===== config.mk =====
export PLATFORM = sky130hd
export DESIGN_NAME = pp_accumulator
export DESIGN_NICKNAME = d
export VERILOG_FILES = /design/src/rtl/mul16_pkg.sv /design/src/rtl/partial_product.sv /design/src/rtl/pp_accumulator.sv
export SDC_FILE = /design/constraint.sdc
export NUM_CORES = 1
export LEC_CHECK = 0
export CORE_MARGIN = 1
export CORE_UTILIZATION = 65
export CTS_BUF_LIST = sky130_fd_sc_hd__clkbuf_2 sky130_fd_sc_hd__clkbuf_4 sky130_fd_sc_hd__clkbuf_8
export CTS_CLUSTER_SIZE = 8
export DETAILED_ROUTE_END_ITERATION = 12
export DONT_BUFFER_PORTS = 1
export PLACE_DENSITY = 0.89
export SYNTH_ARGS = -nofsm -noshare
export SYNTH_HDL_FRONTEND = slang
export SYNTH_SLANG_ARGS = --single-unit

===== constraint.sdc =====
create_clock -name clk -period 7.82 [get_ports clk]
set_clock_uncertainty 0.2 [all_clocks]
set_input_delay 1.564 -clock clk [delete_from_list [all_inputs] [get_ports clk]]
set_output_delay 1.564 -clock clk [all_outputs]
set_load 0.1 [all_outputs]

===== src/rtl/mul16_pkg.sv =====
// Shared types and widths for the 16x16 unsigned shift-add multiplier.
//   OP_W   : operand width (multiplicand / multiplier)
//   PROD_W : product width
//   CNT_W  : width of the step counter and the steps port (counts 0..16)
package mul16_pkg;

  localparam int OP_W   = 16;
  localparam int PROD_W = 32;
  localparam int CNT_W  = 5;

  typedef enum logic [1:0] {
    IDLE,
    RUN,
    DONE
  } acc_state_t;

  typedef bit [OP_W-1:0]   op_t;
  typedef bit [PROD_W-1:0] prod_t;

  // Zero-extend a partial product and move it to the weight of the
  // multiplier bit it was formed from.
  function automatic prod_t place_pp(input logic [OP_W-1:0] pp,
                                     input logic [CNT_W-1:0] sh);
    prod_t wide;
    wide = {{(PROD_W-OP_W){1'b0}}, pp};
    return wide << sh;
  endfunction

endpackage


===== src/rtl/partial_product.sv =====
// Partial-product stage: gates every multiplicand bit with one multiplier bit.
//   a  : multiplicand
//   b  : single multiplier bit
//   pp : a when b is 1, zero otherwise
module partial_product
  import mul16_pkg::*;
(
  input  logic [OP_W-1:0] a,
  input  logic            b,
  output logic [OP_W-1:0] pp
);

  genvar gi;
  generate
    for (gi = 0; gi < OP_W; gi++) begin : g_and
      assign pp[gi] = a[gi] & b;
    end
  endgenerate

endmodule


===== src/rtl/pp_accumulator.sv =====
// Sequential shift-add multiplier core: one partial product per RUN cycle is
// shifted to its bit weight and added into a 32-bit accumulator.
//   clk, rst            : clock, synchronous active-high reset
//   in_valid/in_ready   : operand handshake (ready only in IDLE)
//   a, b                : multiplicand, multiplier (unsigned)
//   out_valid/out_ready : product handshake (valid only in DONE)
//   product             : a*b, held until the output handshake completes
//   steps               : RUN cycles used for the current/last product
// EARLY_EXIT=1 stops as soon as no set multiplier bits remain.
module pp_accumulator
  import mul16_pkg::*;
#(
  parameter bit EARLY_EXIT = 1'b1
) (
  input  logic              clk,
  input  logic              rst,
  input  logic              in_valid,
  output logic              in_ready,
  input  logic [OP_W-1:0]   a,
  input  logic [OP_W-1:0]   b,
  output logic              out_valid,
  input  logic              out_ready,
  output logic [PROD_W-1:0] product,
  output logic [CNT_W-1:0]  steps
);

  acc_state_t       state_reg, state_next;
  op_t              mcand_reg, mcand_next;
  op_t              mplier_reg, mplier_next;
  prod_t            acc_reg, acc_next;
  prod_t            product_reg, product_next;
  logic [CNT_W-1:0] cnt_reg, cnt_next;
  logic [CNT_W-1:0] steps_reg, steps_next;

  logic [OP_W-1:0]  pp;
  prod_t            acc_sum;
  logic             last_step;

  partial_product u_pp (
    .a  (mcand_reg),
    .b  (mplier_reg[0]),
    .pp (pp)
  );

  assign acc_sum = acc_reg + place_pp(pp, cnt_reg);

  // Stop after the 16th bit, or early once the bits still to be consumed
  // (everything above the one used this cycle) are all zero.
  assign last_step = (cnt_reg == CNT_W'(OP_W - 1)) ||
                     (EARLY_EXIT && ((mplier_reg >> 1) == '0));

  assign in_ready  = (state_reg == IDLE);
  assign out_valid = (state_reg == DONE);
  assign product   = product_reg;
  assign steps     = steps_reg;

  always_comb begin
    state_next   = state_reg;
    mcand_next   = mcand_reg;
    mplier_next  = mplier_reg;
    acc_next     = acc_reg;
    cnt_next     = cnt_reg;
    steps_next   = steps_reg;
    product_next = product_reg;

    case (state_reg)
      IDLE: begin
        if (in_valid) begin
          mcand_next  = a;
          mplier_next = b;
          acc_next    = '0;
          cnt_next    = '0;
          steps_next  = '0;
          state_next  = RUN;
        end
      end
      RUN: begin
        acc_next    = acc_sum;
        mplier_next = mplier_reg >> 1;
        cnt_next    = cnt_reg + 1'b1;
        steps_next  = cnt_reg + 1'b1;
        if (last_step) begin
          // Capture the finished sum directly so product is valid in DONE.
          product_next = acc_sum;
          state_next   = DONE;
        end
      end
      DONE: begin
        if (out_ready) begin
          state_next = IDLE;
        end
      end
      default: begin
        state_next = IDLE;
      end
    endcase
  end

  always_ff @(posedge clk) begin
    if (rst) begin
      state_reg   <= IDLE;
      mcand_reg   <= '0;
      mplier_reg  <= '0;
      acc_reg     <= '0;
      cnt_reg     <= '0;
      steps_reg   <= '0;
      product_reg <= '0;
    end else begin
      state_reg   <= state_next;
      mcand_reg   <= mcand_next;
      mplier_reg  <= mplier_next;
      acc_reg     <= acc_next;
      cnt_reg     <= cnt_next;
      steps_reg   <= steps_next;
      product_reg <= product_next;
    end
  end

endmodule


---- After elaboration in Yosys (flattened, before gate mapping) ----
Cells that the tools add are included.
operators by class
  add/subtract/negate cells ............... 2
  $mul .................................... 0
  div/mod/pow operators ................... 0
  order comparisons ....................... 0
  equal/unequal tests ..................... 6
  shift-type cells ........................ 1
  multiplexer cells ....................... 10
  bitwise gates (word level) .............. 16
  reduce and logical (&&, ||, !) cells .... 8
operators by type and width
  kind                                                                     number
  32-bit case mux with 2 select lines                                      1
  32-bit adder                                                             1
  32-bit two-way mux                                                       1
  16-bit case mux with 2 select lines                                      1
  16-bit by 5-bit left shift with 32-bit output                            1
  1-bit bitwise AND                                                        16
  16-bit logical NOT                                                       1
  16-bit two-way mux                                                       1
  5-bit case mux with 2 select lines                                       1
  2-bit two-way mux                                                        3
  2-bit case mux with 3 select lines                                       1
  2-bit AND reduction                                                      3
  5-bit by 1-bit adder with 5-bit output, second input constant            1
  5-bit by 4-bit == test with 1-bit output, second input constant          1
  5-bit two-way mux                                                        1
  2-bit inequality test, second input constant                             2
  3-bit AND reduction                                                      1
  2-bit by 1-bit == test with 1-bit output, second input constant          1
  2-bit == test, second input constant                                     1
  2-bit logical NOT                                                        1
  2-bit by 1-bit inequality test with 1-bit output, second input constant  1
  2-bit nonzero test                                                       1
  1-bit logical OR                                                         1
storage, ports and cells
  register bits ........................... 103
  bits in latches ......................... 0
  RAM bits ................................ 0
  bits in read-only memories .............. 0
  bits of input ports ..................... 36
  memories ................................ 0

---- Logic depth before layout (Yosys ltp) ----
Gate-level depths: netlist of the first run.
  depth after elaboration ................. 4
  depth in mapped cells ................... 18
  depth with buffers taken out ............ 15

---- Cells and area by module ----
A second synthesis of the first run with hierarchy kept.
unflattened totals
  cell total of the unflattened synthesis .. 879
  area, all modules ....................... 6592.6 µm²
modules (own cells, without submodules)
  module           times used  cells an instance  area an instance (µm²)
  pp_accumulator   1           862                6466.2
  partial_product  1           17                 126.4

---- Worst setup path after synthesis of the first run ----
OpenSTA, ideal clock, no wires.
  path kind ............................... register to register
  start point ............................. reg steps[0] (netlist name)
  end point ............................... reg acc_reg[23]
  setup time .............................. 0.117 ns
  arrival time ............................ 4.532 ns
  data required time ...................... 7.503 ns
  path slack .............................. 2.970 ns
  stages on the path, launching flop included .. 17
  buffers on the path ..................... 2
  clock period less this slack ............ 4.850 ns
  cells stage by stage .................... dfxtp_1 > buf_2 > buf_2 > mux4_2 > nand2_1 > o21ai_0 > nand3_1 > o21ai_0 > and2_1 > ha_1 > nand2_2 > or3_1 > or3_4 > a211oi_4 > o21ai_2 > a21o_1 > a32o_1
RTL lines
  what                    RTL line               source
  end signal: assignment  pp_accumulator.sv:112  acc_reg <= acc_next;
  end: declaration        pp_accumulator.sv:30   prod_t acc_reg, acc_next;

==> impl_metrics.py, run 1 <==
metrics = {
    "sta": {
        "finalCriticalPeriod_ns": 4.98,
        "final.hold.worst_slack_ns": 0.279,
        "slew_viol_final": 0,
        "tightestPinTransition_ns": 1.31,
        "achievable-frequency_ghz": 0.201,
        "rsz_0062_raised_after_global_routing": "false",
        "timing.max_slew.rel_slack_pct": 12.2,
        "setup_tns_ns": 0,
        "finalHoldViolations": 0,
        "report.final.setup_viol": 0,
        "layout_worst_path_cycle_share_pct": 63.7,
    },
    "cells_and_area": {
        "finish.cell_count_without_fillers": 988,
        "share_of_cells_above_drive_strength_1_pct": 6.67,
        "area.growth.synth_to_final_pct": 3.38,
        "num-nets-final": 921,
        "final_cell_area_um2": 6890,
        "final_common_cell": "sky130_fd_sc_hd__nand2_1",
        "most-common-layout-cells": "163 x sky130_fd_sc_hd__nand2_1, 115 x sky130_fd_sc_hd__a21oi_1, 100 x sky130_fd_sc_hd__dfxtp_1",
        "antenna-diode-count": 0,
    },
    "yosys": {
        "synth.net_count": 964,
        "synth_largest_area_cell": "sky130_fd_sc_hd__dfxtp_1",
        "compound_gate_fraction_of_synth_area_pct": 26.2,
        "synth_adder_area_share_pct": 6.68,
        "netlist-cell-type-count": 65,
        "synth_top_family_by_area": "compound AO/OA/AOI/OAI gates",
        "synthArstFlopShare_pct": 0,
        "synth_seq_cells": 103,
        "post_synth.cell_area_avg_um2": 7.46,
        "synthSimpleGateAreaFrac_pct": 23.1,
        "area_contributors_post_synth": "sky130_fd_sc_hd__dfxtp_1 31%, sky130_fd_sc_hd__nand2_1 9.2%, sky130_fd_sc_hd__a21oi_1 8.6%",
        "number_of_synthesized_flops_with_an_enable_pin": 0,
        "post_synth_xor_area_fraction_pct": 3.55,
        "ys_warn_count": 0,
        "syn_inst": 893,
        "mappedNetlistArea_um2": 6660,
        "post-synth-top-area-fraction_pct": 30.9,
        "yosysSeqAreaShare_pct": 30.9,
        "yosys_most_used_dff": "sky130_fd_sc_hd__dfxtp_1",
        "muxShareOfSynthArea_pct": 5.31,
    },
    "setup_path": {
        "endpoint_kind": "flop",
        "cpLargestDelayFamily": "compound AO/OA/AOI/OAI gates",
        "slowest_stage": "sky130_fd_sc_hd__dfxtp_2",
        "worst_setup_path_start_kind": "flop",
        "required_arrival_time_at_the_worst_endpoint_ns": 7.91,
        "cpPeakStageDelay_ns": 1.07,
        "cp_cell_sequence": "mux2i_1 -> o21ai_0 -> and3_1 -> a21oi_1 -> mux2i_1 -> and2_1 -> ha_1 -> nand2_2 -> or3_1 -> or3_4 -> a211oi_4 -> o21ai_2 -> a21o_1 -> a32o_1",
        "critical_path_arrival_ns": 5.08,
        "crit_fanout": 28,
        "cp_num_buf_inv": 0,
        "cp_common_cell": "sky130_fd_sc_hd__mux2i_1",
        "critPathKind": "flop to flop",
    },
    "flow_run": {
        "max_cap_viol_count": 0,
    },
    "power": {
        "p_clk_share_pct": 33.9,
        "power.density_nw_per_um2": 162,
        "power_leakage_nw": 2.52,
        "pwr-share-seq_pct": 53.4,
        "net-switching-power_mw": 0.340,
        "worst_ir_drop_vdd_mv": 0.183,
        "power.share.switching_pct": 30.5,
        "comb_power_share_pct": 12.7,
        "cell_internal_pwr_mw": 0.775,
        "power_consumption_mw": 1.11,
    },
    "floorplan": {
        "initial_core_util_pct": 67.6,
        "io_pins": 75,
        "number_of_cell_rows": 36,
        "placeable_core_region_um2": 9860,
        "floorplan.die_area_um2": 10700,
        "die_w_um": 103,
        "floorplan.die.height_um": 103,
    },
    "grt": {
        "grt_max_degree": 86,
        "grt.total_usage_pct": 36.1,
        "grt_pass1_vias": 5958,
        "antenna_violations_before_repair": 0,
        "wire_length_of_the_first_global_routing_pass_um": 29600,
        "grt_remaining_overflow": 0,
    },
    "hold_path": {
        "min-delay-path-class": "flop to flop",
    },
    "route": {
        "initialDrtViolationCount": 545,
        "avgRoutedWirePerCell_um": 18.9,
        "route.detailed.drc": 0,
        "antenna_violating_nets_post_route": 0,
        "vias": 6612,
        "postRouteWirelength_um": 18700,
        "drtPass1Iterations": 7,
        "vias_per_cell": 6.69,
    },
    "clock_network": {
        "gates_resized_cts_repair": 0,
        "worst_setup_hold_path_clk_slew_ns": 0.10,
        "cts_max_level": 3,
        "clock_path_buffers": 2,
        "clk_latency_ns": 0.40,
        "cts.sink_count": 103,
        "cts_tree": "done",
        "cts_inserted_buffers": 9,
        "cts.hold.buffers_added": 0,
        "post_cts_buffers": 0,
        "cts_root_buffer": "sky130_fd_sc_hd__clkbuf_8",
    },
    "place": {
        "dp_hpwl_um": 13400,
        "dpl.cell_count": 972,
        "cell_area_placed_um2": 6660,
        "finalWeightedCongestion": 0.963,
        "io_buf_count": 0,
    },
    "status": {
        "run_status": "finished clean",
    },
}
## power by group through the flow
stage / logic [mW] / clock network (mW) / registers, mW
detailed placement: 0.139 / 0 / 0.606
global placement: 0.134 / 0 / 0.605
finish: 0.142 / 0.378 / 0.595
global route: 0.155 / 0.397 / 0.599
CTS: 0.140 / 0.381 / 0.594
floorplan: 0.126 / 0 / 0.589
## per-layer routing
| metal | vias up | track usage, % | wire [um] |
|---|---|---|---|
| met5 | - | 0 | 0 |
| met2 | 310 | 61.4 | 8960 |
| met4 | 0 | 16.8 | 682 |
| met3 | 61 | 6.85 | 1230 |
| met1 | 3106 | 44.2 | 7780 |
| li1 | 3135 | - | - |
## cell families after synthesis
family / Yosys count
compound gates: 281
xor+xnor: 27
fa+ha+maj: 35
buf+inv: 74
flops: 103
mux: 30
simple gates: 343
## synthesized netlist by cell type (10+ instances only)
master / count
sky130_fd_sc_hd__o22ai_1: 12
sky130_fd_sc_hd__a31oi_1: 10
sky130_fd_sc_hd__mux2_2: 13
sky130_fd_sc_hd__nand3_1: 45
sky130_fd_sc_hd__nand2b_1: 11
sky130_fd_sc_hd__xor2_1: 12
sky130_fd_sc_hd__ha_1: 34
sky130_fd_sc_hd__inv_1: 12
sky130_fd_sc_hd__nand2_1: 163
sky130_fd_sc_hd__a21oi_1: 115
sky130_fd_sc_hd__dfxtp_1: 103
sky130_fd_sc_hd__clkbuf_1: 49
sky130_fd_sc_hd__a22oi_1: 16
sky130_fd_sc_hd__mux2i_1: 14
sky130_fd_sc_hd__nor2_1: 59
sky130_fd_sc_hd__xnor2_1: 15
sky130_fd_sc_hd__nand4_1: 16
sky130_fd_sc_hd__o21ai_0: 50
## through the flow
stage	util, %	setup slack, ns
after global placement	67.6	3.07
after CTS	69.8	2.90
final	69.8	2.84
after global routing	69.8	2.49
after detailed placement	67.6	2.92
after floorplan	-	2.97
## area by class of cell
class	instances	area [um2]
clock inverters	6	93.8
inverters	12	45.0
flip-flops and latches	103	2070
fillers	831	2980
multi-input cells	716	4330
repair buffers	8	60.1
well taps	133	166
clock buffers	10	131
## worst register-to-register path, cell delays in order, from the launching register on
cell and delay [ns]:
sky130_fd_sc_hd__dfxtp_2 1.07, sky130_fd_sc_hd__mux2i_1 0.33, sky130_fd_sc_hd__o21ai_0 0.14, sky130_fd_sc_hd__and3_1 0.24
sky130_fd_sc_hd__a21oi_1 0.26, sky130_fd_sc_hd__mux2i_1 0.17, sky130_fd_sc_hd__and2_1 0.21, sky130_fd_sc_hd__ha_1 0.45
sky130_fd_sc_hd__nand2_2 0.11, sky130_fd_sc_hd__or3_1 0.38, sky130_fd_sc_hd__or3_4 0.36, sky130_fd_sc_hd__a211oi_4 0.41
sky130_fd_sc_hd__o21ai_2 0.13, sky130_fd_sc_hd__a21o_1 0.21, sky130_fd_sc_hd__a32o_1 0.24
## final timing paths
kind	start	to	slack [ns]	cells past startpoint
hold reg to reg	acc_reg[20]	acc_reg[20]	0.28	2
setup reg to reg	steps[0]	acc_reg[23]	2.84	14
setup / recovery	steps[0]	acc_reg[23]	2.84	14
hold / removal	acc_reg[20]	acc_reg[20]	0.28	2
No activity file was read; power rests on OpenSTA's default activity.
==> inputs of run 2 (changes only) <==
--- a/config.mk
+++ b/config.mk
@@ -6,12 +6,12 @@
 export NUM_CORES = 1
 export LEC_CHECK = 0
 export CORE_MARGIN = 1
-export CORE_UTILIZATION = 65
+export CORE_UTILIZATION = 60
 export CTS_BUF_LIST = sky130_fd_sc_hd__clkbuf_2 sky130_fd_sc_hd__clkbuf_4 sky130_fd_sc_hd__clkbuf_8
 export CTS_CLUSTER_SIZE = 8
 export DETAILED_ROUTE_END_ITERATION = 12
 export DONT_BUFFER_PORTS = 1
-export PLACE_DENSITY = 0.89
+export PLACE_DENSITY = 0.87
 export SYNTH_ARGS = -nofsm -noshare
 export SYNTH_HDL_FRONTEND = slang
 export SYNTH_SLANG_ARGS = --single-unit
==> constraint.sdc (replaced) <==
create_clock -name clk -period 4.2 [get_ports clk]
set_clock_uncertainty 0.2 [all_clocks]
set_input_delay 0.84 -clock clk [delete_from_list [all_inputs] [get_ports clk]]
set_output_delay 0.84 -clock clk [all_outputs]
set_load 0.1 [all_outputs]
==> run 2 against run 1 <==
Net effect:
- utilization shrank 4.2 points
- combinational power grew 120%
- maximum frequency grew 24%
- critical path type unchanged
- flip-flop and latch count is the same
==> impl_metrics.py, run 2 (synthesis gave the netlist of run 1 again) <==
metrics = {
    "status": {
        "run_status": "finished clean",
    },
    "cells_and_area": {
        "fillers": 938,
        "antenna-diode-count": 0,
        "final_common_cell": "sky130_fd_sc_hd__nand2_1",
        "num-nets-final": 942,
        "most-common-layout-cells": "163 x sky130_fd_sc_hd__nand2_1, 115 x sky130_fd_sc_hd__a21oi_1, 99 x sky130_fd_sc_hd__dfxtp_1",
        "share_of_cells_above_drive_strength_1_pct": 9.13,
        "finalCoreUtilization_pct": 65.6,
        "area.growth.synth_to_final_pct": 6.72,
    },
    "power": {
        "power_leakage_nw": 2.65,
        "worst_ir_drop_vdd_mv": 0.244,
        "power.density_nw_per_um2": 304,
    },
    "grt": {
        "antenna_violations_before_repair": 0,
        "grt_max_degree": 86,
        "grt_pass1_vias": 5874,
        "wire_length_of_the_first_global_routing_pass_um": 28600,
        "grt_remaining_overflow": 0,
        "grt.total_usage_pct": 31.4,
    },
    "clock_network": {
        "cts_inserted_buffers": 9,
        "cts_max_level": 3,
        "cts_root_buffer": "sky130_fd_sc_hd__clkbuf_8",
        "cts_tree": "done",
        "clk_latency_ns": 0.39,
        "clock_path_buffers": 2,
        "worst_setup_hold_path_clk_slew_ns": 0.10,
        "cts.sink_count": 103,
        "cts.hold.buffers_added": 0,
    },
    "sta": {
        "rsz_0062_raised_after_global_routing": "true",
        "finalHoldViolations": 0,
        "slew_viol_final": 0,
        "tightestPinTransition_ns": 1.12,
        "finalCriticalPeriod_ns": 4.03,
        "report.final.setup_viol": 0,
        "fin_worst_setup_slack_ns": 0.167,
        "timing.max_slew.rel_slack_pct": 25.3,
        "final.hold.worst_slack_ns": 0.273,
        "layout_worst_path_cycle_share_pct": 96.0,
        "achievable-frequency_ghz": 0.248,
        "setup_tns_ns": 0,
    },
    "setup_path": {
        "rr_worst_depth": 15,
        "crit_fanout": 9,
        "r2r_end": "acc_reg[23]",
        "critical_path_arrival_ns": 4.13,
        "cp_cell_sequence": "buf_12 -> mux4_2 -> nand2_1 -> nand2_1 -> nand3_1 -> o21ai_0 -> and2_1 -> ha_2 -> nand4_1 -> or3_1 -> or3_4 -> a211oi_4 -> o21ai_2 -> a21o_1 -> a32o_1",
        "cpLargestDelayFamily": "simple AND/OR/NAND/NOR gates",
        "critPathKind": "flop to flop",
        "r2r-start": "steps[0]",
        "endpoint_kind": "flop",
        "cp_common_cell": "sky130_fd_sc_hd__nand2_1",
        "slowest_stage": "sky130_fd_sc_hd__mux4_2",
        "r2r_slack_ns": 0.17,
        "cp_num_buf_inv": 1,
        "cpPeakStageDelay_ns": 0.51,
        "worst_setup_path_start_kind": "flop",
        "required_arrival_time_at_the_worst_endpoint_ns": 4.30,
    },
    "route": {
        "antenna_violating_nets_post_route": 0,
        "route.detailed.drc": 0,
        "initialDrtViolationCount": 618,
        "postRouteWirelength_um": 17800,
        "vias": 6464,
        "vias_per_cell": 6.36,
        "avgRoutedWirePerCell_um": 17.5,
        "drtPass1Iterations": 8,
    },
    "hold_path": {
        "hold_end": "acc_reg[25]",
        "timing.hold.worst_path_depth": 2,
        "startpoint_of_the_tightest_hold_check_path": "acc_reg[25]",
        "min-delay-path-class": "flop to flop",
    },
    "place": {
        "detailedPlace.worstSlack_ns": 0.136,
        "finalWeightedCongestion": 0.983,
        "dp_hpwl_um": 12900,
        "io_buf_count": 0,
    },
    "flow_run": {
        "max_cap_viol_count": 0,
    },
    "floorplan": {
        "number_of_cell_rows": 38,
        "floorplan.die_area_um2": 11500,
        "initial_core_util_pct": 61.5,
        "placeable_core_region_um2": 10800,
        "die_w_um": 107,
        "floorplan.die.height_um": 107,
        "io_pins": 75,
    },
}
-- run 2: changes by cell type in the layout (fill, tap and decap cells not counted), sizes merged --
cell / change
clkinvlp: -1
buf: +21
clkinv: -1
bufinv: +1
clkbuf: +1
-- run 2: per-stage QoR --
step	cells	power [mW]	cell area, um2
floorplan	893	1.33	6680
global placement	997	1.39	6810
detailed placement	997	1.40	6810
CTS	1013	2.15	7060
global route	1016	2.24	7110
finish	1016	2.16	7110
-- run 2: per-layer routing --
layer  global-route usage (%)  up-vias  share of wire [%]
met5                        0        -                  0
met4                     13.7        0                3.2
met3                     6.23       54                7.5
met2                     51.2      275                 46
met1                     40.3     2953                 44
li1                         -     3182                  -
-- run 2: what timing repair did --
action / 4_1_cts / 5_1_grt
hold endpoints to repair: 0 / 0
endpoints found under the setup margin: 0 / 9
buffers inserted: 0 / 3
gates resized for setup: 0 / 2
-- run 2: area by class of cell --
class / instances / area (um2) / share of cell area, %
multi-input cells: 716 / 4340 / 61.0
repair buffers: 29 / 230 / 3.24
flip-flops and latches: 103 / 2070 / 29.1
inverters: 12 / 45.0 / 0.633
clock inverters: 5 / 104 / 1.46
clock buffers: 11 / 145 / 2.04
well taps: 140 / 175 / 2.46
-- run 2: worst min-delay path, delay by kind of cell (launching register included) --
kind             cells  cell delay, ns
AND/OR/NAND/NOR      1            0.05
flip-flops           1            0.33
AO/OA/AOI/OAI        1            0.05
-- run 2: worst max path at each step --
stage | start | end | slack (ns) | cells past startpoint
global route | steps[2] | acc_reg[23] | -0.01 | 14
floorplan | steps[0] | acc_reg[23] | 0.02 | 16
finish | steps[0] | acc_reg[23] | 0.17 | 15
CTS | steps[0] | acc_reg[23] | 0.14 | 14
detailed placement | steps[0] | product[31] | 0.14 | 14
global placement | steps[0] | acc_reg[23] | 0.19 | 14
-- run 2: report_power, final --
group,internal (mW),switching (mW),total [mW]
combinational,0.103,0.207,0.310
sequential,1.01,0.0685,1.08
clock,0.420,0.352,0.772
total,1.53,0.628,2.16
==> inputs of run 3 (changes only) <==
--- a/config.mk
+++ b/config.mk
@@ -5,6 +5,7 @@
 export SDC_FILE = /design/constraint.sdc
 export NUM_CORES = 1
 export LEC_CHECK = 0
+export ABC_CLOCK_PERIOD_IN_PS = 4200
 export CORE_MARGIN = 1
 export CORE_UTILIZATION = 60
 export CTS_BUF_LIST = sky130_fd_sc_hd__clkbuf_2 sky130_fd_sc_hd__clkbuf_4 sky130_fd_sc_hd__clkbuf_8
==> results of run 3 <==
No change in the layout: final DEF, timing and power equal those of run 2.
==> RTL change: new RTL, settings of run 2 <==
Change the parameter `EARLY_EXIT` from 1'b1 to 1'b0.
--- a/src/rtl/pp_accumulator.sv
+++ b/src/rtl/pp_accumulator.sv
@@ -11,5 +11,5 @@
   import mul16_pkg::*;
 #(
-  parameter bit EARLY_EXIT = 1'b1
+  parameter bit EARLY_EXIT = 1'b0
 ) (
   input  logic              clk,
Formal check against the unedited RTL: not equivalent (Yosys sat finds a counterexample within 4 cycles, from zero or initial values and one cycle with rst high).
==> RTL change against run 2 <==
  * Die area rose by 0.94%
  * Total power fell by 14%
  * Combinational power fell by 26%
  * Fmax fell by 0.96%
  * Global-route usage rose by 0.53 points
  * Core utilization rose by 2.7 points
  * Design area rose by 4.5%
  * Sequential cell count did not move
  * Area after synthesis rose by 0.96%
  * Routed wire length rose by 2.0%
  * Setup slack got worse by 0.039 ns
  * Clock power fell by 22%
  * Critical path type unchanged
  * Critical endpoint is now product[25]$_SDFFE_PP0P_
  * Highest routed layer unchanged
==> RTL change: results (changes against run 2) <==
largest net degree at the start of global routing=88 (+2.3%); Layout Cells excl Fill=1033 (+1.7%); CP arrival=4.16 ns (+0.03 ns); Max IR drop VDD=0.0002156 V (-12%); post-synthesis sequential area ratio=0.3065 (-0.002935); layout cells sized above 1=0.1456 (+0.05425); number of iterations in the first detailed-routing pass=5 (-3); status=finished, final reports clean; Final HPWL DP=12.90 mm (+0.23%); via-per-instance ratio=6.335 (-0.43%); post-synthesis xor/xnor area fraction=0.03496 (-0.0005226); Met3 Wirelength=1.381 mm (+2.8%); Mapped Cells=891 (-0.22%); max_slew headroom=0.2327 (-0.02047); HP Class=reg2reg; Psw=0.5457 mW (-13%); first-pass GRT wire length=29.25 mm (+2.4%); synth top area cells=dfxtp_1 (31%), nand2_1 (9.2%), a21oi_1 (6.5%); Placed Instance Area=0.007064 mm² (+3.7%); Synth Area in Adders=0.06621 (-0.0006340); Leakage Power=3.053 nW (+15%); Compound-Gate Fraction of Synth Area=0.2407 (-0.02089); slowest cell on the critical path=mux4_1; crit path max fanout=8 (-1); Post-synth top cells=nand2_1 (164), dfxtp_1 (103), a21oi_1 (87); met2 WL post-DR=8.315 mm (+1.9%); Iter 0 DRT Violations=494 (-20%)
[RTL change: cell types whose count changed in the layout (fill, tap and decap cells not counted), sizes merged, moves of 11 or more]
cell and delta:
a21oi -28, a21o +20, a22oi -15, buf +24, a311oi +14, o21ai -18
nor2 +11
[RTL change: cell type report]
cell class                 count  area (µm²)
sequential                   103        2076
tap                          140       175.2
multi-input combinational    705        4541
timing repair buffer          53       397.9
fill                         895        3455
inverter                      16       60.06
clock buffer                  10       131.4
clock inverter                 6       52.55
[RTL change: cell families after synthesis]
kind of cell | count (synthesis)
xor gates and xnor gates | 26
buffers and inverters | 83
AOI/OAI and AO/OA | 250
DFF | 103
and+or+nand+nor | 359
muxes | 35
adders and majority gates | 35
[RTL change: final timing paths]
| path | start | endpoint | slack (ns) | cells past startpoint |
|---|---|---|---|---|
| hold / removal | acc_reg[30]$_SDFFE_PP0P_ | acc_reg[30]$_SDFFE_PP0P_ | 0.27 | 2 |
| hold reg to reg | acc_reg[30]$_SDFFE_PP0P_ | acc_reg[30]$_SDFFE_PP0P_ | 0.27 | 2 |
| setup reg to reg | steps[0]$_SDFFE_PP0P_ | product[25]$_SDFFE_PP0P_ | 0.13 | 12 |
| setup / recovery | steps[0]$_SDFFE_PP0P_ | product[25]$_SDFFE_PP0P_ | 0.13 | 12 |
[RTL change: what timing repair did]
item,4_1_cts,5_1_grt
buffers inserted,0,2
setup endpoints to repair,12,33
pin swaps,0,7
resized for setup,4,30
[RTL change: routing by layer]
layer	vias up	global-route usage
met5	-	0
met4	0	0.1125
met3	51	0.05569
met2	275	0.5142
met1	3024	0.4291
li1	3194	-
[RTL change: power groups by stage]
stage / Clock (mW) / Combinational (mW) / Sequential [mW]
3_3_place_gp: 0 / 0.215 / 1.05
5_1_grt: 0.653 / 0.249 / 1.04
3_5_place_dp: 0 / 0.219 / 1.05
4_1_cts: 0.612 / 0.220 / 1.03
2_1_floorplan: 0 / 0.174 / 1.05
6_report: 0.605 / 0.228 / 1.03
[RTL change: worst max-delay path, delay by kind of cell, from the launching register on]
family	cells	cell delay, ns
compound gates	6	1.58
simple gates	3	0.70
mux	1	0.59
fa+ha+maj	1	0.32
xor+xnor	1	0.17
flops	1	0.41
[RTL change: per-stage QoR]
stage / power (mW) / setup slack (ns)
3_5_place_dp: 1.271 / -0.1355
3_3_place_gp: 1.267 / -0.1447
2_1_floorplan: 1.221 / 0.01205
6_report: 1.864 / 0.1279
4_1_cts: 1.863 / -0.004120
5_1_grt: 1.938 / -0.03843
